[src/rtl/fft_agu.sv]
// fft_agu: stage/butterfly sequencer and address generator for an in-place radix-2 DIT FFT
//   clk          system clock, all state on rising edge
//   reset        synchronous, active-low
//   start        one-cycle request to begin a transform (sampled only in IDLE)
//   busy         high while reading or draining any stage
//   done         one-cycle pulse after the final write of the final stage
//   rd_en        read strobe for both operand ports of the read bank
//   rd_bank      bank being read (stage parity)
//   rd_adr_a/b   butterfly operand addresses
//   tw_adr       twiddle ROM index aligned with the read addresses
//   we           write strobe for both ports of the write bank
//   wr_bank      bank being written (read bank, delayed and inverted)
//   wr_adr_a/b   write-back addresses (read addresses delayed RD_LAT cycles)
//   result_bank  bank holding the finished spectrum
module fft_agu #(
    parameter int L      = 5,
    parameter int RD_LAT = 1
) (
    input  logic         clk,
    input  logic         reset,
    input  logic         start,
    output logic         busy,
    output logic         done,
    output logic         rd_en,
    output logic         rd_bank,
    output logic [L-1:0] rd_adr_a,
    output logic [L-1:0] rd_adr_b,
    output logic [L-2:0] tw_adr,
    output logic         we,
    output logic         wr_bank,
    output logic [L-1:0] wr_adr_a,
    output logic [L-1:0] wr_adr_b,
    output logic         result_bank
);
    localparam int SW = (L > 1) ? $clog2(L) : 1;
    localparam logic [SW-1:0] S_LAST = SW'(L - 1);
    localparam logic [1:0]    C_LAST = 2'(RD_LAT - 1);

    typedef enum logic [1:0] {IDLE, RUN, DRAIN, DONE} state_t;

    state_t         state_q, state_d;
    logic [SW-1:0]  s_q, s_d;
    logic [L-2:0]   i_q, i_d;
    logic [1:0]     c_q, c_d;
    logic [2*L-1:0] rot_a, rot_b;
    logic [2*L+1:0] dl_q [RD_LAT];
    logic [2*L+1:0] dl_d [RD_LAT];

    always_comb begin
        state_d = state_q;
        s_d     = s_q;
        i_d     = i_q;
        c_d     = c_q;
        case (state_q)
            IDLE: begin
                if (start) begin
                    state_d = RUN;
                    s_d     = '0;
                    i_d     = '0;
                end
            end
            RUN: begin
                i_d = i_q + (L-1)'(1);
                if (&i_q) begin
                    state_d = DRAIN;
                    c_d     = '0;
                end
            end
            DRAIN: begin
                c_d = c_q + 2'd1;
                if (c_q == C_LAST) begin
                    i_d     = '0;
                    state_d = (s_q == S_LAST) ? DONE : RUN;
                    s_d     = (s_q == S_LAST) ? s_q : s_q + SW'(1);
                end
            end
            DONE: begin
                state_d = IDLE;
                s_d     = '0;
            end
            default: state_d = IDLE;
        endcase
    end

    assign busy        = (state_q == RUN) || (state_q == DRAIN);
    assign done        = state_q == DONE;
    assign rd_en       = state_q == RUN;
    assign result_bank = 1'(L % 2);

    // Rotating the doubled word left by s leaves rotl(x, s) in the upper half.
    assign rot_a    = {2{i_q, 1'b0}} << s_q;
    assign rot_b    = {2{i_q, 1'b1}} << s_q;
    assign rd_bank  = rd_en & s_q[0];
    assign rd_adr_a = rd_en ? rot_a[2*L-1:L] : '0;
    assign rd_adr_b = rd_en ? rot_b[2*L-1:L] : '0;
    assign tw_adr   = rd_en ? (i_q & ({(L-1){1'b1}} << (S_LAST - s_q))) : '0;

    // The inverted bank is qualified by rd_en so an idle slot carries all zeros.
    always_comb begin
        dl_d[0] = {rd_en, rd_en & ~rd_bank, rd_adr_a, rd_adr_b};
        for (int k = 1; k < RD_LAT; k++) dl_d[k] = dl_q[k-1];
    end

    assign {we, wr_bank, wr_adr_a, wr_adr_b} = dl_q[RD_LAT-1];

    always_ff @(posedge clk) begin
        if (!reset) begin
            state_q <= IDLE;
            s_q     <= '0;
            i_q     <= '0;
            c_q     <= '0;
            for (int k = 0; k < RD_LAT; k++) dl_q[k] <= '0;
        end else begin
            state_q <= state_d;
            s_q     <= s_d;
            i_q     <= i_d;
            c_q     <= c_d;
            dl_q    <= dl_d;
        end
    end
endmodule
[config.mk]
export PLATFORM = sky130hd
export DESIGN_NAME = fft_agu
export DESIGN_NICKNAME = d
export VERILOG_FILES = /design/src/rtl/fft_agu.sv
export SDC_FILE = /design/constraint.sdc
export NUM_CORES = 1
export LEC_CHECK = 0
export ABC_AREA = 1
export CAP_MARGIN = 10
export CORE_MARGIN = 2
export CORE_UTILIZATION = 60
export CTS_CLUSTER_SIZE = 10
export DETAILED_ROUTE_END_ITERATION = 8
export DONT_BUFFER_PORTS = 1
export PLACE_DENSITY = 0.76
export SLEW_MARGIN = 20
export SYNTH_ARGS = -nofsm -noshare
export SYNTH_HDL_FRONTEND = slang
export SYNTH_SLANG_ARGS = --single-unit
[constraint.sdc]
create_clock -name clk -period 2.5 [get_ports clk]
set_input_delay 0.5 -clock clk [delete_from_list [all_inputs] [get_ports clk]]
set_output_delay 0.5 -clock clk [all_outputs]
set_load 0.03 [all_outputs]
### Yosys cells after proc, flatten, opt, wreduce, memory -nomap -nowiden

Cells that the tools add are included.

| operators by class | value |
|---|---|
| add/sub/neg operators | 4 |
| equality and inequality tests | 8 |
| shift operators | 3 |
| muxes and demuxes | 17 |
| bitwise logic cells | 4 |
| reductions and logical operators | 11 |

Operators by type and width:

| operator | count |
|---|---|
| << shifter 10 x 3 -> 10 bit | 2 |
| 2-to-1 mux 4 bit | 3 |
| one-hot mux 4 bit (3 select lines) | 1 |
| 2-to-1 mux 2 bit | 5 |
| 2-to-1 mux 5 bit | 2 |
| 2-to-1 mux 3 bit | 3 |
| one-hot mux 3 bit (3 select lines) | 1 |
| one-hot mux 2 bit (4 select lines) | 1 |
| AND reduction 4 bit | 2 |
| inequality test 2 bit (second input constant) | 3 |
| AND reduction 3 bit | 2 |
| nonzero test 3 bit | 2 |
| adder 4 x 1 -> 4 bit (second input constant) | 1 |
| bitwise AND 4 bit | 1 |
| == test 2 bit (second input constant) | 2 |
| logical NOT 2 bit | 2 |
| one-hot mux 2 bit (2 select lines) | 1 |
| << shifter 4 x 3 -> 4 bit (first input constant) | 1 |
| adder 3 x 1 -> 3 bit (second input constant) | 1 |
| == test 3 bit (second input constant) | 1 |
| subtractor 3 bit (first input constant) | 1 |
| adder 2 x 1 -> 2 bit (second input constant) | 1 |
| bitwise AND 1 bit | 2 |
| == test 2 x 1 -> 1 bit (second input constant) | 1 |
| other kinds (5) | 5 |

| storage, ports and cells | value |
|---|---|
| register bits after elaboration | 23 |
| input port bits | 3 |
| output and inout port bits | 31 |
| word-level logic and storage cells | 52 |

### Depth between registers and ports, before layout

Gate-level depths: netlist of the first run.

| depth | value |
|---|---|
| depth in word-level cells | 4 |
| depth in mapped cells | 11 |
| gate-level depth less buffers | 11 |

### Worst setup path after synthesis of the first run

OpenSTA, ideal clock, no wires.

| timing | value |
|---|---|
| kind | register -> output |
| start point | register state_q[1] |
| end point | output port tw_adr[1] |
| data arrival time | 1997 ps |
| required time | 2000 ps |
| setup slack | 3 ps |
| cell stages (with the launch flop) | 7 |
| path buffers | 1 |
| cell sequence | dfxtp_1 -> inv_1 -> ha_1 -> buf_6 -> inv_2 -> or2_2 -> nor3_1 |

| between the ends | value |
|---|---|
| cells in the longest elaborated chain, start to end | 2 |

Ends and longest elaborated chain:

| item | line | RTL |
|---|---|---|
| start, declared | 41 | `state_t state_q, state_d;` |
| start signal, assigned | 114 | `state_q <= state_d;` |
| == test 2 x 1 -> 1 bit | 87 | `assign rd_en = state_q == RUN;` |
| via rd_en | 24 | `output logic rd_en,` |
| 2-to-1 mux 4 bit | 96 | `assign tw_adr = rd_en ? (i_q & ({(L-1){1'b1}} << (S_LAST - s_q))) : '0;` |
| end, declared | 28 | `output logic [L-2:0] tw_adr,` |

The timed path passes the listed nets, and every way through them passes these cells.

### Worst setup path after layout of the first run

| timing | value |
|---|---|
| start point | register s_q[0] |
| end point | output port tw_adr[1] |

| between the ends | value |
|---|---|
| cells in the longest elaborated chain, start to end | 4 |

Ends and longest elaborated chain:

| item | line | RTL |
|---|---|---|
| start, declared | 42 | `logic [SW-1:0] s_q, s_d;` |
| start signal, assigned | 109 | `s_q <= '0;` |
| start signal, assigned | 115 | `s_q <= s_d;` |
| subtractor 3 bit | 96 |  |
| << shifter 4 x 3 -> 4 bit | 96 |  |
| bitwise AND 4 bit | 96 |  |
| 2-to-1 mux 4 bit | 96 |  |

Every way passes these cells.

==> impl_metrics.csv, run 1 <==
group,metric,value,unit
synth,synth_top_family_by_area,"simple AND/OR/NAND/NOR gates",
die,die_h,53.5,um
synth,async_flop_share,0,
final_layout,area.growth.synth_to_final,2.38,%
worst_setup_path,required,2.00,ns
synth,yosysTopAreaCell,"dfxtp_1",
global_routing,grt_pass1_vias,1168,
timing,layout_min_cycle_time,2.42,ns
clock_network,cts_setup_buffers,0,
timing,hold_viol,0,
flow_run,max_cap_viol_count,0,
timing,finalSetupViolCount,0,
status,outcome,"complete, no violations",
detailed_routing,via_per_inst,5.44,
power,vdd_ir_drop_max,604,uV
clock_network,htreeDepth,1,
synth,synth_fa_ha_area_frac,0.102,
placed_design,postPlaceCellArea,0.00147,mm2
synth,synth_edf_count,0,
clock_network,holdBufCountCts,0,
synth,synthXorXnorAreaFrac,0,
detailed_routing,drtIter0Drc,33,
timing,layout_worst_path_cycle_share,0.969,
power,finalPower,1.45,mW
final_layout,fin_area,0.00151,mm2
die,dieArea,0.00286,mm2
placed_design,dp.cells,237,
synth,ys_types,24,
timing,finalClockSkew,0.00891,ns
synth,synth_nets,227,
clock_network,cts_tree,"done",
final_layout,final_nets,229,
timing,max_freq,413,MHz
die,rows,17,
power,power_density,962,mW/mm2
synth,synth.mux.area_fraction,0,
clock_network,insertion_delay,0.33,ns
synth,synth_area_per_cell,6.93,um2
final_layout,diodes,0,
worst_setup_path,critPathKind,"reg -> out",
clock_network,cts_resized,0,
global_routing,grt_max_degree,17,
detailed_routing,wl_per_cell,12.6,um
timing,setup_tns,0,ns
synth,syn_inst,212,
worst_setup_path,cp_data_arrival_time,1.92,ns
clock_network,cts_buffers,3,
power,p_leak,0.757,nW
synth,synth-seq-cells,23,
placed_design,io_buffer_count,0,
detailed_routing,first_pass_iters,4,
clock_network,clkTransAtPathRegs,0.13,ns
global_routing,grt_pass1_wl,4.88,mm
clock_network,clock_path_buffers,2,
timing,whs,0.262,ns
final_layout,mostFrequentLayoutCells,"nand2_1, inv_1, dfxtp_1, nor2_1, nand3_1",
die,initial_core_util,0.652,
synth,synth-compound-area-share,0.0936,
detailed_routing,num_vias,1310,
timing,slew_violations,0,
die,fp.dieW,53.5,um
synth,synth-simple-area-share,0.328,
worst_setup_path,cp_max_fo,8,
placed_design,hpwl,2.36,mm
final_layout,drive_gt1_frac,0.150,
detailed_routing,remaining_drc_errors,0,
die,design.core.area,0.00225,mm2
placed_design,place.gp.congestion,0.900,
global_routing,grt_overflow,0,
detailed_routing,antenna_left,0,
worst_setup_path,cp-start-kind,"flip-flop",
worst_hold_path,hold_path_class,"in -> reg",
clock_network,root_buffer,"clkbuf_4",
synth,ys_seq_area_frac,0.313,
final_layout,mostFrequentLayoutCell,"nand2_1",
synth,synth.top_cell.area_share,0.313,
global_routing,track_usage,0.238,
synth,synth.cell_area,0.00147,mm2
synth,yosys-top-cells-area,"dfxtp_1, nand2_1, ha_1",
synth,yosysWarnings,0,
clock_network,cts.sinks,23,
timing,rsz0062_at_grt,"no",
global_routing,antenna_found_initial,0,
die,ios,34,
synth,synth_ff_type,"dfxtp_1",
detailed_routing,wl,3.04,mm
worst_setup_path,end_kind,"primary output",
final_layout,fin_cells,241,
-- where the power goes --
part           internal, mW  total (mW)  switching [mW]
sequential            0.423       0.524           0.101
clock                0.0628       0.183           0.121
combinational         0.214       0.740           0.526
-- logic make-up after synthesis --
family,count (synthesis)
simple gates,106
buf+inv,43
compound gates,27
flops,23
fa+ha+maj,12
other cells,1
-- cell usage after synthesis (2+ instances only) --
cell type / n
nand2_1: 52
dfxtp_1: 23
inv_1: 22
nand3_1: 21
nor2_1: 21
a21oi_1: 17
ha_1: 12
buf_4: 11
o21ai_0: 6
nand3_2: 5
inv_2: 4
buf_6: 3
o21ai_1: 3
nor3_1: 2
-- sequential cells by signal, indices dropped and copies added (netlist names) --
signal / flops
dl_q: 12
i_q: 4
s_q: 3
c_q: 2
state_q: 2
-- worst max-delay path, stage by stage (launching register included) --
cell	delay (ns)
dfxtp_1	0.37
inv_2	0.09
ha_1	0.21
ha_1	0.27
or2_2	0.35
nor3_2	0.13
buf_4	0.18
-- area by class of cell --
class	count	area (um2)
tap	28	35.0
sequential	23	462
timing repair buffer	13	97.6
fill	216	749
clock buffer	4	26.3
multi-input combinational	146	783
inverter	27	101
-- final timing paths --
kind / from / endpoint / slack [ns] / cells past startpoint
max reg2reg: state_q[1]$_SDFFE_PN0P_ / i_q[2]$_SDFFE_PN0P_ / 0.89 / 9
min: reset / state_q[0]$_SDFFE_PN0P_ / 0.26 / 2
max: s_q[0]$_SDFFE_PN0P_ / tw_adr[1] / 0.08 / 6
min reg2reg: c_q[1]$_SDFFE_PN0P_ / c_q[1]$_SDFFE_PN0P_ / 0.48 / 2
-- stage by stage --
stage,setup WS [ns],util
floorplan,0.00303,-
global placement,0.433,0.651
CTS,0.0237,0.663
finish,0.0783,0.668
detailed placement,0.414,0.651
global route,0.0141,0.668
-- layer usage --
| metal | GRT usage | routed length [um] | vias up |
|---|---|---|---|
| met2 | 0.401 | 1460 | 51 |
| met3 | 0.0452 | 152 | 4 |
| met1 | 0.281 | 1360 | 595 |
| met5 | 0 | 0 | - |
| met4 | 0.128 | 69 | 0 |
| li1 | - | - | 660 |
No activity file was read; power rests on OpenSTA's default activity.
==> inputs of run 2 (changes only) <==
Settings changed: CTS_BUF_LIST set to sky130_fd_sc_hd__clkbuf_4 sky130_fd_sc_hd__clkbuf_8, MAX_ROUTING_LAYER set to met4.
==> run 2 against run 1 <==
Critical path type unchanged. Final cell count unchanged. Fmax up 1.7%. First-iteration DRC count down 21%. Die area unchanged. Via count down 0.84%. Sequential share of layout area down 0.076 points. Sequential power about the same.
==> impl_metrics.csv, run 2 (synthesis results as in run 1) <==
group,metric,value,unit
clock_network,root_buffer,"clkbuf_4",
timing,max_freq,420,MHz
power,power_density,960,mW/mm2
global_routing,track_usage,0.243,
final_layout,regMostFlops,"dl_q",
status,outcome,"complete, no violations",
final_layout,largest_reg_flops,12,
worst_setup_path,slowest_stage,"dfxtp_2",
timing,layout_min_cycle_time,2.38,ns
clock_network,cts.sinks,23,
worst_hold_path,hold_path_class,"in -> reg",
detailed_routing,first_pass_iters,4,
global_routing,grt_pass1_wl,4.89,mm
global_routing,antenna_found_initial,0,
final_layout,area.growth.synth_to_final,2.64,%
detailed_routing,via_per_inst,5.39,
timing,slew_violations,0,
worst_setup_path,path_buf_inv,2,
worst_setup_path,cp_data_arrival_time,1.88,ns
timing,rsz0062_at_grt,"no",
clock_network,htreeDepth,1,
detailed_routing,antenna_left,0,
worst_setup_path,crit_path_max_incr_delay,0.36,ns
clock_network,cts_tree,"done",
final_layout,final_nets,229,
placed_design,place.gp.congestion,0.920,
worst_setup_path,cpMostUsedCell,"ha_1",
flow_run,max_cap_viol_count,0,
power,p_leak,0.760,nW
final_layout,diodes,0,
worst_setup_path,required,2.00,ns
detailed_routing,wl_per_cell,12.2,um
clock_network,holdBufCountCts,0,
die,die_h,53.5,um
timing,setup_tns,0,ns
die,fp.dieW,53.5,um
die,dieArea,0.00286,mm2
clock_network,insertion_delay,0.32,ns
clock_network,cts_setup_buffers,0,
worst_setup_path,path_delay_family,"simple AND/OR/NAND/NOR gates",
final_layout,fin_cells,241,
global_routing,grt_overflow,0,
die,ios,34,
die,design.core.area,0.00225,mm2
detailed_routing,num_vias,1299,
worst_setup_path,cp_max_fo,11,
worst_setup_path,path_cells,"inv_2 > ha_1 > ha_1 > or2_2 > nor3_2 > buf_4",
final_layout,mostFrequentLayoutCells,"nand2_1, inv_1, dfxtp_1, nor2_1, nand3_1",
timing,hold_viol,0,
worst_setup_path,critPathKind,"reg -> out",
clock_network,clkTransAtPathRegs,0.13,ns
detailed_routing,drtIter0Drc,26,
placed_design,io_buffer_count,0,
final_layout,largestRegisters,"dl_q (12), i_q (4), s_q (3)",
placed_design,dp.cells,237,
worst_setup_path,end_kind,"primary output",
final_layout,mostFrequentLayoutCell,"nand2_1",
final_layout,drive_gt1_frac,0.155,
clock_network,clock_path_buffers,2,
power,finalPower,1.45,mW
die,rows,17,
timing,finalClockSkew,0.00844,ns
global_routing,grt_pass1_vias,1103,
clock_network,cts_buffers,3,
detailed_routing,wl,2.95,mm
die,initial_core_util,0.652,
worst_setup_path,cp-start-kind,"flip-flop",
timing,finalSetupViolCount,0,
timing,whs,0.285,ns
power,vdd_ir_drop_max,710,uV
global_routing,grt_max_degree,17,
placed_design,hpwl,2.27,mm
timing,layout_worst_path_cycle_share,0.953,
final_layout,final_util,0.669,
detailed_routing,remaining_drc_errors,0,
==> run 2: repair_timing <==
action,in CTS,in global routing
resized for setup,0,3
endpoints found under the hold margin,0,0
endpoints found under the setup margin,0,2
==> run 2: worst paths after layout <==
check,slack (ns),start,cells past startpoint,end
max,0.12,s_q[1]$_SDFFE_PN0P_,6,tw_adr[2]
min,0.28,reset,2,state_q[0]$_SDFFE_PN0P_
max reg2reg,0.86,state_q[1]$_SDFFE_PN0P_,9,i_q[2]$_SDFFE_PN0P_
min reg2reg,0.48,c_q[0]$_SDFFE_PN0P_,2,c_q[0]$_SDFFE_PN0P_
==> run 2: layout make-up <==
type	count	area, um2
multi-input combinational	146	783
tap	28	35.0
fill	214	746
timing repair buffer	13	97.6
clock buffer	4	30.0
sequential	23	462
inverter	27	101
==> run 2: power breakdown <==
part           internal, mW  switching (mW)  total (mW)  leakage, nW
Combinational         0.215           0.520       0.735        0.554
Clock                0.0734           0.117       0.190       0.0184
Sequential            0.423           0.100       0.523        0.187
==> run 2: through the flow <==
| step | cell area (um2) | setup WS, ns |
|---|---|---|
| 3_3_place_gp | 1470 | 0.441 |
| 2_1_floorplan | 1470 | 0.00303 |
| 4_1_cts | 1500 | 0.0321 |
| 3_5_place_dp | 1470 | 0.414 |
| 6_report | 1510 | 0.118 |
| 5_1_grt | 1510 | 0.0197 |
==> run 2: layer usage <==
metal	wire length, um	global-route usage
met1	1360	0.306
met5	0	-
met3	122	0.0367
met4	57	0.128
met2	1410	0.372
